===== config.mk =====
export PLATFORM = sky130hd
export DESIGN_NAME = agc_fetch
export DESIGN_NICKNAME = d
export VERILOG_FILES = /design/src/rtl/agc_fetch_pkg.sv /design/src/rtl/agc_fetch_reg.sv /design/src/rtl/agc_fetch.sv
export SDC_FILE = /design/constraint.sdc
export NUM_CORES = 1
export LEC_CHECK = 0
export CAP_MARGIN = 20
export CORE_ASPECT_RATIO = 0.5
export CORE_MARGIN = 1
export CORE_UTILIZATION = 30
export DETAILED_ROUTE_END_ITERATION = 7
export SLEW_MARGIN = 25
export SYNTH_ARGS = -nofsm -noshare
export SYNTH_HDL_FRONTEND = slang
export SYNTH_SLANG_ARGS = --single-unit
export TNS_END_PERCENT = 100

===== constraint.sdc =====
create_clock -name clk -period 2 [get_ports clk]
set_clock_uncertainty 0.05 [all_clocks]
set_input_delay 0.3 -clock clk [delete_from_list [all_inputs] [get_ports clk]]
set_output_delay 0.3 -clock clk [all_outputs]
set_load 0.1 [all_outputs]

===== src/rtl/agc_fetch_pkg.sv =====
// Shared types and constants for the AGC instruction fetch unit.
// Fetch FSM encodings, the EXTEND prefix opcode and the decode-register layout.
package agc_fetch_pkg;

  typedef enum logic [1:0] {
    FETCH_RUN  = 2'd0,
    FETCH_WAIT = 2'd1,
    FETCH_DROP = 2'd2
  } fetch_state_e;

  localparam logic [14:0] EXTEND_OP = 15'o00006;

  localparam int REG_W = 28;

  typedef struct packed {
    logic [14:0] instr;
    logic [11:0] pc;
    logic        extend;
  } reg_t;

  typedef struct packed {
    logic        taken;
    logic [11:0] target;
  } branch_t;

  typedef struct packed {
    logic req;
    logic is_ext;
    logic load;
    logic to_out;
    logic to_hold;
    logic pop;
  } ctrl_t;

  function automatic logic [11:0] pc_inc(input logic [11:0] pc);
    return pc + 12'd1;
  endfunction

endpackage


===== src/rtl/agc_fetch_reg.sv =====
// Enabled register with asynchronous active-low reset to a parameterised value.
// Used for the fetch pc and the single-entry decode hold buffer.
module agc_fetch_reg #(
  parameter int               WIDTH     = 28,
  parameter logic [WIDTH-1:0] RESET_VAL = '0
) (
  input  logic             clk,
  input  logic             rst_l,
  input  logic             en,
  input  logic [WIDTH-1:0] d,
  output logic [WIDTH-1:0] q
);

  always_ff @(posedge clk or negedge rst_l) begin
    if (!rst_l) begin
      q <= RESET_VAL;
    end else if (en) begin
      q <= d;
    end
  end

endmodule


===== src/rtl/agc_fetch.sv =====
// AGC fetch unit: one outstanding memory request, EXTEND prefix folding,
// decode output register backed by a one-entry hold buffer for stall.
//
// state | meaning
// RUN   | no request outstanding; issue next fetch when hold buffer is empty
// WAIT  | one request outstanding, response will be used
// DROP  | one request outstanding, response squashed by a flush
module agc_fetch
  import agc_fetch_pkg::*;
#(
  parameter logic [11:0] RESET_PC    = 12'o4000,
  parameter logic [14:0] EXTEND_WORD = EXTEND_OP
) (
  input  logic        clk,
  input  logic        rst_l,
  input  logic        stall,
  input  logic        flush,
  input  logic [11:0] branch_target,
  output logic        imem_req,
  output logic [11:0] imem_addr,
  input  logic        imem_ack,
  input  logic [14:0] imem_rdata,
  output logic        valid_D,
  output logic [14:0] instr_D,
  output logic [11:0] pc_D,
  output logic        extend_D
);

  localparam logic [1:0] S_RUN  = FETCH_RUN;
  localparam logic [1:0] S_WAIT = FETCH_WAIT;
  localparam logic [1:0] S_DROP = FETCH_DROP;

  logic [1:0]  state, state_nxt;
  logic [11:0] pc, pc_nxt, req_pc;
  logic        pc_en;
  logic        ext_pending;
  logic        hold_valid;
  logic        valid_q;
  reg_t        hold_q, incoming, out_q;
  branch_t     br;
  ctrl_t       ctrl;

  assign br       = '{taken: flush, target: branch_target};
  assign incoming = '{instr: imem_rdata, pc: req_pc, extend: ext_pending};

  // Requests are combinational so a 1-cycle memory sustains one word per 2 cycles.
  always_comb begin
    ctrl         = '0;
    ctrl.req     = rst_l && !br.taken && (state == S_RUN) && !hold_valid;
    ctrl.is_ext  = (imem_rdata == EXTEND_WORD);
    ctrl.load    = !br.taken && (state == S_WAIT) && imem_ack && !ctrl.is_ext;
    ctrl.pop     = !br.taken && !stall && hold_valid;
    ctrl.to_hold = ctrl.load && (stall ? valid_q : hold_valid);
    ctrl.to_out  = ctrl.load && !ctrl.to_hold;
  end

  always_comb begin
    state_nxt = state;
    case (state)
      S_RUN:   if (ctrl.req) state_nxt = S_WAIT;
      S_WAIT: begin
        if (br.taken)     state_nxt = S_DROP;
        else if (imem_ack) state_nxt = S_RUN;
      end
      S_DROP:  if (!br.taken && imem_ack) state_nxt = S_RUN;
      default: state_nxt = S_RUN;
    endcase
  end

  always_ff @(posedge clk or negedge rst_l) begin
    if (!rst_l) begin
      state <= S_RUN;
    end else begin
      state <= state_nxt;
    end
  end

  assign pc_en  = br.taken || ctrl.req;
  assign pc_nxt = br.taken ? br.target : pc_inc(pc);

  agc_fetch_reg #(
    .WIDTH    (12),
    .RESET_VAL(RESET_PC)
  ) u_pc (
    .clk  (clk),
    .rst_l(rst_l),
    .en   (pc_en),
    .d    (pc_nxt),
    .q    (pc)
  );

  always_ff @(posedge clk or negedge rst_l) begin
    if (!rst_l) begin
      req_pc <= '0;
    end else if (ctrl.req) begin
      req_pc <= pc;
    end
  end

  // An EXTEND response arms the flag; the next kept response consumes it.
  always_ff @(posedge clk or negedge rst_l) begin
    if (!rst_l) begin
      ext_pending <= 1'b0;
    end else if (br.taken) begin
      ext_pending <= 1'b0;
    end else if ((state == S_WAIT) && imem_ack) begin
      ext_pending <= ctrl.is_ext;
    end
  end

  agc_fetch_reg #(
    .WIDTH    (REG_W),
    .RESET_VAL('0)
  ) u_hold (
    .clk  (clk),
    .rst_l(rst_l),
    .en   (ctrl.to_hold),
    .d    (incoming),
    .q    (hold_q)
  );

  always_ff @(posedge clk or negedge rst_l) begin
    if (!rst_l) begin
      hold_valid <= 1'b0;
    end else if (br.taken) begin
      hold_valid <= 1'b0;
    end else if (ctrl.to_hold) begin
      hold_valid <= 1'b1;
    end else if (ctrl.pop) begin
      hold_valid <= 1'b0;
    end
  end

  always_ff @(posedge clk or negedge rst_l) begin
    if (!rst_l) begin
      valid_q <= 1'b0;
      out_q   <= '0;
    end else if (br.taken) begin
      valid_q <= 1'b0;
    end else if (ctrl.to_out) begin
      valid_q <= 1'b1;
      out_q   <= incoming;
    end else if (ctrl.pop) begin
      valid_q <= 1'b1;
      out_q   <= hold_q;
    end else if (!stall) begin
      valid_q <= 1'b0;
    end
  end

  assign imem_req  = ctrl.req;
  assign imem_addr = ctrl.req ? pc : '0;
  assign valid_D   = valid_q;
  assign instr_D   = out_q.instr;
  assign pc_D      = out_q.pc;
  assign extend_D  = out_q.extend;

endmodule


### Yosys cells after proc, flatten, opt, wreduce, memory -nomap -nowiden

Cells that the tools add are included.
W data, S select, Z words.

* add/subtract/negate cells: 1
* equality and inequality tests: 7
* muxes and demuxes: 19
* bitwise logic cells: 1
* reductions and logical operators: 24

Operators with widths (number)
* $mux W28: 2
* $mux W12: 2
* $eq A15 B3 Y1 const B: 1
* $add A12 B1 Y12 const B: 1
* $logic_and A1 B1 Y1: 12
* $mux W1: 10
* $mux W2: 4
* $pmux W2 S3: 1
* $logic_not A1 Y1: 5
* $ne A2 B2 Y1 const B: 2
* $ne A4 B1 Y1 const B: 1
* $reduce_bool A2 Y1: 2
* $ne A3 B3 Y1 const B: 1
* $reduce_and A3 Y1: 1
* $reduce_bool A3 Y1: 1
* $eq A2 B1 Y1 const B: 1
* $eq A2 B2 Y1 const B: 1
* $logic_not A2 Y1: 1
* $reduce_and A2 Y1: 1
* $logic_or A1 B1 Y1: 1
* $not A1 Y1: 1

* bits in registers: 85
* input bits: 32
* output and inout bits: 42
* logic and storage cells: 62

### Longest topological paths before layout

Gate-level depths: netlist (run 1).

* depth after elaboration: 9
* gate-level depth with buffers: 8
* gate-level depth less buffers: 5

### Cells and area by module

From an unflattened synthesis (run 1), not the netlist that was laid out.

* cells, all modules: 306
* area, all modules: 4050.1 um2

By module, submodules not included
* agc_fetch: instances 1, cells each 222, area each 2422.3 um2, sequential area each 1126.1 um2
* agc_fetch_reg (u_hold): instances 1, cells each 59, area each 1142.3 um2, sequential area each 700.7 um2
* agc_fetch_reg (u_pc): instances 1, cells each 25, area each 485.5 um2, sequential area each 301.5 um2

### Worst setup path before layout (run 1)

OpenSTA, ideal clock, no wires.

* kind: reg-to-output
* start point: reg state[0]
* end point: out imem_addr[10]
* arrival time: 2.779 ns
* required time: 1.650 ns
* path slack: -1.129 ns
* cell stages (with the launch flop): 8
* buffers on the path: 3
* cell sequence: dfrtp_1 -> or3b_1 -> clkbuf_1 -> or2_2 -> buf_2 -> inv_1 -> buf_2 -> and2_1

* longest elaborated chain between the ends: 4

Ends and longest elaborated chain
* start: declaration: RTL line agc_fetch.sv:33 `logic [1:0] state, state_nxt;`
* start signal: assignment: RTL line agc_fetch.sv:74 `state <= state_nxt;`
* $logic_not A2 Y1: RTL line agc_fetch.sv:49 `ctrl.req = rst_l && !br.taken && (state == S_RUN) && !hold_valid;`
* $logic_and A1 B1 Y1 (2 in a row): RTL line agc_fetch.sv:49
* named net imem_req: RTL line agc_fetch.sv:19 `output logic imem_req,`
* $mux W12: RTL line agc_fetch.sv:152 `assign imem_addr = ctrl.req ? pc : '0;`
* end: declaration: RTL line agc_fetch.sv:20 `output logic [11:0] imem_addr,`

The timed path passes the listed nets, and every way through them passes these cells.

### Worst setup path in the final report (run 1)

* start point: reg state[0]
* end point: out imem_addr[4]

* longest elaborated chain between the ends: 4

Ends and longest elaborated chain (RTL line)
* $logic_not A2 Y1: agc_fetch.sv:49
* $logic_and A1 B1 Y1 (2 in a row): agc_fetch.sv:49
* $mux W12: agc_fetch.sv:152

Every way passes these cells.

==> results.py, run 1 <==
metrics = {
    "status": {
        "status": "complete, but fails checks",
        "violations": "negative setup slack",
    },
    "drt": {
        "antenna_left": 0,
        "routed_wl_mm": 9.72,
        "vias_per_cell": 4.80,
        "drc": 0,
        "drt_iter0_drc": 224,
        "first_pass_iters": 4,
        "routedWlPerCell_um": 16.0,
        "vias": 2906,
    },
    "timing": {
        "fin_crit_sh": 1.09,
        "max_freq_mhz": 460,
        "rsz0062_at_grt": "true",
        "hold_viol": 0,
        "post-route-min-period_ns": 2.17,
        "slew_viol_final": 0,
        "setup_viol": 13,
        "hold_ws_ns": 0.0884,
        "slew_headroom": 0.534,
        "fin_ws_ns": -0.173,
        "tightest_slew_ns": 0.699,
    },
    "setup_path": {
        "path_class": "reg2out",
        "crit_arrival_ns": 1.82,
        "worstPathRequired_ns": 1.65,
        "startpoint_type": "flip-flop",
        "crit_path_end_kind": "output port",
        "critPathMaxFanout": 3,
    },
    "floorplan": {
        "core_um2": 12100,
        "die_w_um": 161,
        "rows": 28,
        "initial_utilization": 0.315,
        "die_area_um2": 13200,
        "ioPinCount": 74,
        "dieHeight_um": 81.7,
    },
    "global_route": {
        "grt_pass1_wl_mm": 15.8,
        "overflow": 0,
        "grtUsageTotal": 0.155,
        "antenna_found_initial": 0,
        "grt_pass1_vias": 3009,
        "grt_max_degree": 76,
    },
    "cts": {
        "cts_root_buffer": "clkbuf_16",
        "cts-buffers-inserted": 9,
        "htreeDepth": 3,
        "clk_pin_slew_ns": 0.06,
        "clockBufferDepth": 2,
        "cts_tree": "done",
        "numClockSinks": 85,
        "clk_latency_ns": 0.33,
    },
    "synthesis": {
        "synth_top_family_by_area": "compound AO/OA/AOI/OAI gates",
        "synth_compound_area_frac": 0.155,
        "yosysSeqAreaShare": 0.559,
        "synth_top_area_frac": 0.552,
        "muxShareOfSynthArea": 0.102,
        "netlist_top_cells_area": "dfrtp_1 (55%), o221a_2 (7.4%), mux2_2 (5.9%), nand2b_1 (4.8%), mux2_4 (3.5%)",
        "syn_avg_cell_area_um2": 12.6,
        "syn_nets": 335,
        "yosysTopAreaCell": "dfrtp_1",
        "synth_flop_cell": "dfrtp_1",
        "synthAdderAreaFrac": 0.00329,
        "yosysWarnings": 0,
        "synthXorXnorAreaFrac": 0.00690,
        "synth_seq_cells": 85,
        "synth_area_um2": 3810,
        "synth_cell_types": 45,
        "async_reset_ff_frac": 1.00,
        "synth-simple-area-share": 0.144,
        "synth-edff-count": 0,
        "netlist_instances": 302,
    },
    "finish": {
        "syn_to_final_growth_pct": 51.9,
        "drive_gt1_frac": 0.476,
        "design_area_um2": 5790,
        "nNetsFinal": 469,
        "finalNonFillerCells": 606,
        "diodes": 0,
    },
    "placement": {
        "placedInstanceArea_um2": 5190,
        "dpl.cell_count": 573,
        "port_buffers": 73,
        "hpwl_mm": 6.62,
        "gp_congestion": 0.792,
    },
    "min_path": {
        "hold_path.class": "in2async",
    },
    "job": {
        "max_cap_violations": 0,
    },
    "power_and_ir_drop": {
        "vdd_ir_drop_max_uv": 839,
        "p_leak_uw": 0.00263,
        "p_per_area_nw_per_um2": 1450,
    },
}
==> synthesized netlist by cell type, types with 2 or more instances <==
library cell	n
a21oi_1	5
or2_2	3
nor4_1	2
o211ai_1	3
nand2b_1	29
dfrtp_1	84
buf_6	2
o221a_2	25
nand2_1	15
a21o_1	12
o22ai_1	3
nand3b_1	2
mux2_4	9
and2_1	12
mux2i_1	3
clkbuf_1	8
or4_1	3
buf_4	2
o311ai_0	11
o21ai_0	2
xnor2_1	2
nor2_1	5
buf_2	6
mux2_2	20
inv_1	4
or3_1	2
nand4_1	4
nand3_1	7
==> state kept, by name (all words and copies together), names as in the netlist <==
name,flops
state,2
valid_D,1
req_pc,12
extend_D,1
hold_valid,1
pc_D,12
u_pc.q,12
u_hold.q,28
ext_pending,1
instr_D,15
==> timing repair <==
action                                  in CTS  in global routing
endpoints found under the hold margin        9                  0
buffers inserted                            11                  2
cloned                                       1                  1
hold buffers                                 2                  0
gates resized for setup                     29                 17
pin swaps                                    9                 13
endpoints found under the setup margin      69                 56
==> worst paths after layout <==
kind | startpoint | to | slack (ns) | cells past startpoint
max | state[0] | imem_addr[4] | -0.17 | 5
min | rst_l | instr_D[0] | 0.09 | 2
max reg2reg | state[0] | u_pc.q[10] | 0.02 | 6
min reg2reg | u_hold.q[3] | u_hold.q[3] | 0.45 | 1
max in group asynchronous | rst_l | u_pc.q[1] | 1.03 | 3
min in group clk | imem_rdata[14] | u_hold.q[27] | 0.34 | 3
==> layout make-up <==
type | instances | area (um^2)
Inverter | 4 | 27.5
Tap cell | 165 | 206
Multi-Input combinational cell | 195 | 1700
Sequential cell | 85 | 2130
Timing Repair Buffer | 141 | 1410
Clock inverter | 4 | 72.6
Fill cell | 1101 | 6300
Clock buffer | 12 | 246
==> power breakdown <==
part           internal, uW  switching (uW)  leakage [uW]
registers              2200             396       0.00107
logic                  1140            2890       0.00140
clock network          1130             645      0.000153
total                  4470            3930       0.00263
==> metal layers <==
layer | wire length (um) | GRT usage
met3 | 358 | 0.0348
met1 | 4780 | 0.211
met5 | 0 | 0
met4 | 56 | 0.0311
met2 | 4530 | 0.257
==> worst max-delay path, cell delays in order (launching register included) <==
cell	delay (ns)
dfrtp_1	0.38
or3b_4	0.40
or2_4	0.28
buf_8	0.13
nor2_4	0.11
buf_12	0.18
==> metrics by stage <==
step / utilization / total power, uW / setup slack (ns) / setup TNS (ns)
after CTS: 0.471 / 8440 / -0.230 / -2.72
after global routing: 0.479 / 8720 / -0.231 / -2.80
after floorplan: - / 5510 / -0.243 / -3.70
after global placement: 0.430 / 6560 / -0.463 / -30.31
final: 0.479 / 8400 / -0.173 / -2.01
after detailed placement: 0.430 / 6590 / -0.483 / -31.06
==> placed cells by master, fill, tap and decap left out, types with 2 or more instances in the layout <==
cell / netlist / routed
clkdlybuf4s50_1: 0 / 17
nor2_1: 5 / 4
mux2_4: 9 / 11
bufinv_16: 0 / 2
o311ai_0: 11 / 7
buf_4: 2 / 85
buf_6: 2 / 4
buf_12: 0 / 16
o311ai_1: 1 / 5
o21ai_0: 2 / 2
nand3b_1: 2 / 2
or2_4: 0 / 2
inv_1: 4 / 3
nand2_1: 15 / 15
clkbuf_1: 8 / 2
a21o_1: 12 / 12
dlygate4sd3_1: 0 / 2
or4_4: 0 / 3
dlygate4sd2_1: 0 / 9
buf_8: 0 / 2
o221a_2: 25 / 25
nand4_1: 4 / 4
mux2i_1: 3 / 2
or3_4: 0 / 2
xnor2_1: 2 / 2
nor4_4: 1 / 3
clkdlybuf4s15_1: 0 / 2
nand2b_1: 29 / 29
dfrtp_1: 84 / 83
nand3_1: 7 / 6
dlymetal6s2s_1: 0 / 2
clkbuf_16: 0 / 10
o211ai_1: 3 / 3
and2_4: 0 / 11
a21oi_1: 5 / 5
mux2_2: 20 / 18
o22ai_1: 3 / 3
==> logic make-up (layout without fill, tap and decap cells) <==
family          Yosys count  count (layout)
compound gates           67              67
xor+xnor                  3               3
flops                    85              85
buf+inv                  22             161
fa+ha+maj                 1               1
mux                      32              32
simple gates             92              92
Power figures use the tool's default switching activity.
==> run 2, diff against run 1 <==
--- a/config.mk
+++ b/config.mk
@@ -5,11 +5,13 @@
 export SDC_FILE = /design/constraint.sdc
 export NUM_CORES = 1
 export LEC_CHECK = 0
+export ABC_AREA = 1
 export CAP_MARGIN = 20
 export CORE_ASPECT_RATIO = 0.5
 export CORE_MARGIN = 1
 export CORE_UTILIZATION = 30
 export DETAILED_ROUTE_END_ITERATION = 7
+export GPL_ROUTABILITY_DRIVEN = 1
 export SLEW_MARGIN = 25
 export SYNTH_ARGS = -nofsm -noshare
 export SYNTH_HDL_FRONTEND = slang
==> results.py, run 2 <==
metrics = {
    "global_route": {
        "grtUsageTotal": 0.156,
        "grt_pass1_wl_mm": 17.5,
        "antenna_found_initial": 0,
        "grtUsageMet3": 0.0378,
        "top_usage_layer": "met2",
        "overflow": 0,
        "gr-usage-met1": 0.212,
        "grt_max_degree": 86,
        "grt_pass1_vias": 3520,
        "met2_usage": 0.246,
    },
    "synthesis": {
        "yosysWarnings": 0,
        "yosysTopAreaCell": "dfrtp_1",
        "synth_top_area_frac": 0.504,
        "async_reset_ff_frac": 1.00,
        "netlist_top_cells_area": "dfrtp_1 (50%), nand2_1 (13%), inv_1 (6.7%), nand3_1 (4.8%), nand4_1 (4.7%)",
        "synth_flop_cell": "dfrtp_1",
        "yosysSeqAreaShare": 0.511,
        "synth_area_um2": 4170,
        "synth_common_cells": "nand2_1 (146), dfrtp_1 (84), inv_1 (74)",
        "syn_avg_cell_area_um2": 8.20,
        "synth-edff-count": 0,
        "synth_cell_types": 30,
        "syn_nets": 541,
        "synth.most_common_cell": "nand2_1",
        "netlist_instances": 508,
        "synth_seq_cells": 85,
    },
    "power_and_ir_drop": {
        "power_frac_comb": 0.484,
        "intPower_uw": 4110,
        "switching_share": 0.494,
        "power_frac_seq": 0.308,
        "total_power_uw": 8120,
        "p_per_area_nw_per_um2": 1400,
        "p_leak_uw": 0.00272,
        "clockPowerShare": 0.208,
        "vdd_ir_drop_max_uv": 824,
        "power_switching_uw": 4010,
    },
    "floorplan": {
        "initial_utilization": 0.308,
        "core_um2": 13600,
        "dieHeight_um": 85.3,
        "die_w_um": 169,
        "ioPinCount": 74,
        "die_area_um2": 14400,
        "rows": 30,
    },
    "min_path": {
        "hold_path.startpoint": "req_pc[2]",
        "hold_path.class": "reg2reg",
    },
    "timing": {
        "setup_viol": 0,
        "max_freq_mhz": 504,
        "tightest_slew_ns": 0.487,
        "hold_viol": 0,
        "slew_viol_final": 0,
        "post-route-min-period_ns": 1.98,
        "hold_ws_ns": 0.428,
        "fin_crit_sh": 0.992,
        "rsz0062_at_grt": "true",
        "slew_headroom": 0.675,
    },
    "drt": {
        "routedWlPerCell_um": 12.8,
        "drc": 0,
        "antenna_left": 0,
        "routed_wl_mm": 10.3,
        "vias": 3587,
        "drt_iter0_drc": 240,
        "vias_per_cell": 4.47,
        "first_pass_iters": 6,
    },
    "cts": {
        "clk_latency_ns": 0.34,
        "numClockSinks": 85,
        "clk_pin_slew_ns": 0.06,
        "htreeDepth": 3,
        "cts-buffers-inserted": 9,
        "cts_root_buffer": "clkbuf_16",
        "cts_tree": "done",
        "clockBufferDepth": 2,
    },
    "finish": {
        "final_cell_mix": "nand2_1 (146), dfrtp_1 (84), inv_1 (74), buf_4 (61), nand3_1 (40)",
        "diodes": 0,
        "final_core_util": 0.428,
        "regMostFlops": "u_hold.q",
        "layout_commonest_cell": "nand2_1",
        "syn_to_final_growth_pct": 39.1,
        "design_area_um2": 5800,
        "drive_gt1_frac": 0.201,
        "largest_reg_flops": 28,
        "nNetsFinal": 639,
    },
    "setup_path": {
        "worstPathRequired_ns": 1.65,
        "crit_path_end_kind": "output port",
        "path_class": "reg2out",
        "rrSetupSlack_ns": 0.33,
        "crit_arrival_ns": 1.63,
        "worstSetupStartpoint": "state[1]",
        "critPathMaxFanout": 6,
        "startpoint_type": "flip-flop",
        "r2r_start": "state[1]",
    },
    "job": {
        "max_cap_violations": 0,
    },
    "placement": {
        "placedInstanceArea_um2": 5430,
        "hpwl_mm": 7.38,
        "port_buffers": 73,
        "gp_congestion": 0.828,
    },
    "status": {
        "status": "finished, final reports clean",
    },
}
run 2: cell types whose count changed after synthesis, sizes merged, moves of 26 or more:
cell	before	now
nand2b	29	0
o21ai	3	32
nand3	7	41
mux2	29	0
nand2	15	150
nand4	4	31
inv	4	76
o221a	26	0
run 2: critical path, cell delays in order, from the launching register on:
cell and delay (ns):
dfrtp_1 0.40, nor2_1 0.09, nand4_1 0.17, buf_4 0.23, nor2_2 0.19, buf_12 0.21
run 2: final timing paths:
| path | endpoint | cells past startpoint |
|---|---|---|
| min | u_hold.q[3] | 2 |
| max in group asynchronous | u_pc.q[11] | 3 |
| max | imem_addr[2] | 5 |
| min in group asynchronous | instr_D[9] | 3 |
| max reg2reg | pc_D[7] | 9 |
| min reg2reg | u_hold.q[3] | 2 |
run 2: per-layer routing:
metal | part of all wire | up-vias | wire (um)
met1 | 0.49 | 1712 | 5020
met4 | 0.013 | 0 | 131
met2 | 0.47 | 51 | 4810
li1 | - | 1813 | -
met3 | 0.033 | 11 | 338
met5 | 0 | - | 0
run 2: power by group through the flow:
stage / clock network, uW / registers [uW] / logic [uW]
global route: 1800 / 2570 / 4150
detailed placement: 0 / 2530 / 3920
floorplan: 0 / 4610 / 851
finish: 1690 / 2500 / 3930
global placement: 0 / 2530 / 3900
CTS: 1740 / 2500 / 3940
run 2: area by class of cell:
type | instances | area [um^2]
multi-input cells | 318 | 1620
repair buffers | 115 | 1220
inverters | 77 | 289
flip-flops and latches | 85 | 2130
well taps | 192 | 240
fillers | 1348 | 7750
clock inverters | 5 | 58.8
clock buffers | 11 | 243
run 2: kinds of logic (layout without fill, tap and decap cells):
| logic type | after synthesis | after routing | share of synthesized area |
|---|---|---|---|
| XOR/XNOR | 7 | 7 | 0.0147 |
| buffers and inverters | 105 | 208 | 0.119 |
| AND/OR/NAND/NOR | 254 | 254 | 0.269 |
| AO/OA/AOI/OAI | 56 | 56 | 0.0832 |
| flip-flops | 85 | 85 | 0.511 |
| adder cells (fa/ha/maj) | 1 | 1 | 0.00300 |
run 2: per-stage QoR:
step	std cells	worst slack, ns	setup TNS [ns]
2_1_floorplan	508	-0.169	-2.32
3_3_place_gp	785	-0.00893	-0.0139
3_5_place_dp	785	-0.0300	-0.248
4_1_cts	801	-0.0275	-0.127
5_1_grt	803	-0.0641	-0.179
6_report	803	0.0155	0
run 2: repair_timing:
action / CTS / global route
gates resized for setup: 1 / 9
setup buffers: 0 / 1
endpoints found under the setup margin: 7 / 12
endpoints found under the hold margin: 0 / 4
hold buffers: 0 / 1
==> run 3, diff against run 2 <==
==> constraint.sdc (replaced) <==
create_clock -name clk -period 1.7 [get_ports clk]
set_clock_uncertainty 0.05 [all_clocks]
set_input_delay 0.255 -clock clk [delete_from_list [all_inputs] [get_ports clk]]
set_output_delay 0.255 -clock clk [all_outputs]
set_load 0.1 [all_outputs]
==> results.py, run 3 (synthesis gave the netlist of run 2 again) <==
metrics = {
    "job": {
        "max_cap_violations": 0,
    },
    "timing": {
        "slew_viol_final": 0,
        "rsz0062_at_grt": "true",
        "setup_viol": 13,
        "tightest_slew_ns": 0.465,
        "hold_viol": 0,
        "slew_headroom": 0.690,
        "post-route-min-period_ns": 1.92,
        "fin_crit_sh": 1.13,
        "fin_ws_ns": -0.221,
        "max_freq_mhz": 521,
    },
    "floorplan": {
        "initial_utilization": 0.308,
        "dieHeight_um": 85.3,
        "die_w_um": 169,
        "rows": 30,
        "die_area_um2": 14400,
        "core_um2": 13600,
        "ioPinCount": 74,
    },
    "setup_path": {
        "crit_arrival_ns": 1.62,
        "crit_buf_inv": 5,
        "cp_cell_sequence": "clkdlybuf4s50_1 > inv_4 > nand4_1 > buf_6 > buf_12 > nor2_4 > buf_12",
        "crit_path_end_kind": "output port",
        "crit_path_top_delay_cell": "clkdlybuf4s50_1",
        "crit_top_cell": "buf_12",
        "path_class": "in2out",
        "path_delay_family": "buffers and inverters",
        "critPathMaxFanout": 6,
        "worstPathRequired_ns": 1.39,
        "startpoint_type": "primary input",
        "cpPeakStageDelay_ns": 0.48,
    },
    "drt": {
        "first_pass_iters": 5,
        "drc": 0,
        "routed_wl_mm": 11.8,
        "drt_iter0_drc": 151,
        "vias_per_cell": 4.56,
        "antenna_left": 0,
        "vias": 3829,
        "routedWlPerCell_um": 14.0,
    },
    "finish": {
        "regMostFlops": "u_hold.q",
        "layout_commonest_cell": "nand2_1",
        "nNetsFinal": 676,
        "final_cell_mix": "nand2_1 (137), dfrtp_1 (83), inv_1 (73), buf_4 (56), buf_12 (52)",
        "diodes": 0,
        "drive_gt1_frac": 0.269,
        "syn_to_final_growth_pct": 60.2,
        "design_area_um2": 6680,
        "largest_reg_flops": 28,
    },
    "power_and_ir_drop": {
        "total_power_uw": 11000,
        "vdd_ir_drop_max_uv": 672,
        "p_per_area_nw_per_um2": 1640,
        "p_leak_uw": 0.00309,
    },
    "status": {
        "status": "complete, but fails checks",
        "violations": "negative setup slack",
    },
    "placement": {
        "hpwl_mm": 7.45,
        "gp_congestion": 0.773,
        "port_buffers": 73,
        "placedInstanceArea_um2": 5920,
        "post-place-ws_ns": -0.290,
    },
    "cts": {
        "numClockSinks": 85,
        "cts_tree": "done",
        "clk_latency_ns": 0.34,
        "cts-buffers-inserted": 9,
        "cts_root_buffer": "clkbuf_16",
        "clockBufferDepth": 2,
        "htreeDepth": 3,
        "clk_pin_slew_ns": 0.06,
    },
    "min_path": {
        "hold_path.class": "reg2reg",
    },
    "global_route": {
        "antenna_found_initial": 0,
        "grt_pass1_vias": 3682,
        "grtUsageTotal": 0.160,
        "grt_pass1_wl_mm": 18.1,
        "grt_max_degree": 86,
        "overflow": 0,
    },
}
[run 3: cell count changes in the layout (fill, tap and decap cells not counted), moves of 7 or more]
| cell | change |
|---|---|
| nand2_2 | +7 |
| nand2_1 | -9 |
| o21ai_0 | -9 |
| buf_12 | +30 |
| o21ai_1 | +8 |
[run 3: worst register-to-register path, cell delays in order (launching register included)]
cell and delay [ns]:
dfrtp_1 0.38, buf_4 0.14, nor2_4 0.08, nand2_2 0.08, nor2_4 0.22, nand2_4 0.10, nor2_4 0.15, buf_12 0.16
clkbuf_16 0.16, nand2_1 0.05, o21ai_1 0.07
[run 3: final cells by class]
cell class	instances	area, um^2
inverter	77	304
timing repair buffer	152	1990
clock inverter	7	97.6
sequential	85	2130
tap	192	240
fill	1235	6880
clock buffer	9	225
multi-input combinational	318	1680
[run 3: metrics by stage]
stage               hold slack [ns]  setup TNS, ns  utilization  instances
detailed placement            0.337         -16.88        0.437        797
CTS                           0.432          -2.42        0.467        821
finish                        0.434          -2.47        0.493        840
global placement              0.330         -16.36        0.437        797
global route                  0.461          -6.28        0.493        840
floorplan                   -0.0906          -1.64            -        508
[run 3: timing repair]
item,in CTS,in global routing
endpoints found under the hold margin,84,0
hold buffers,1,0
endpoints found under the setup margin,13,75
pin swaps,3,6
gates resized for setup,5,34
gates cloned,0,8
setup buffers,7,11
[run 3: final timing paths]
| check | slack (ns) | depth (start not counted) | to | startpoint |
|---|---|---|---|---|
| max | -0.22 | 7 | imem_addr[6] | flush |
| min | 0.43 | 2 | u_hold.q[8] | req_pc[7] |
| max reg2reg | 0 | 10 | u_hold.q[19] | state[1] |
| min reg2reg | 0.43 | 2 | u_hold.q[8] | req_pc[7] |
| max in group asynchronous | 0.66 | 3 | u_pc.q[11] | rst_l |
| min in group asynchronous | 0.54 | 3 | instr_D[9] | rst_l |
[run 3: power by group]
part	switching (uW)	total, uW	internal, uW
clock	839	2130	1290
combinational	3670	5700	2040
sequential	524	3140	2620
[run 3: per-layer routing]
metal | part of all wire | vias to the layer above | global-route usage
met5 | 0 | - | 0
met4 | 0.0098 | 0 | 0.0471
met3 | 0.040 | 14 | 0.0382
met2 | 0.49 | 89 | 0.259
met1 | 0.46 | 1824 | 0.213
li1 | - | 1902 | -
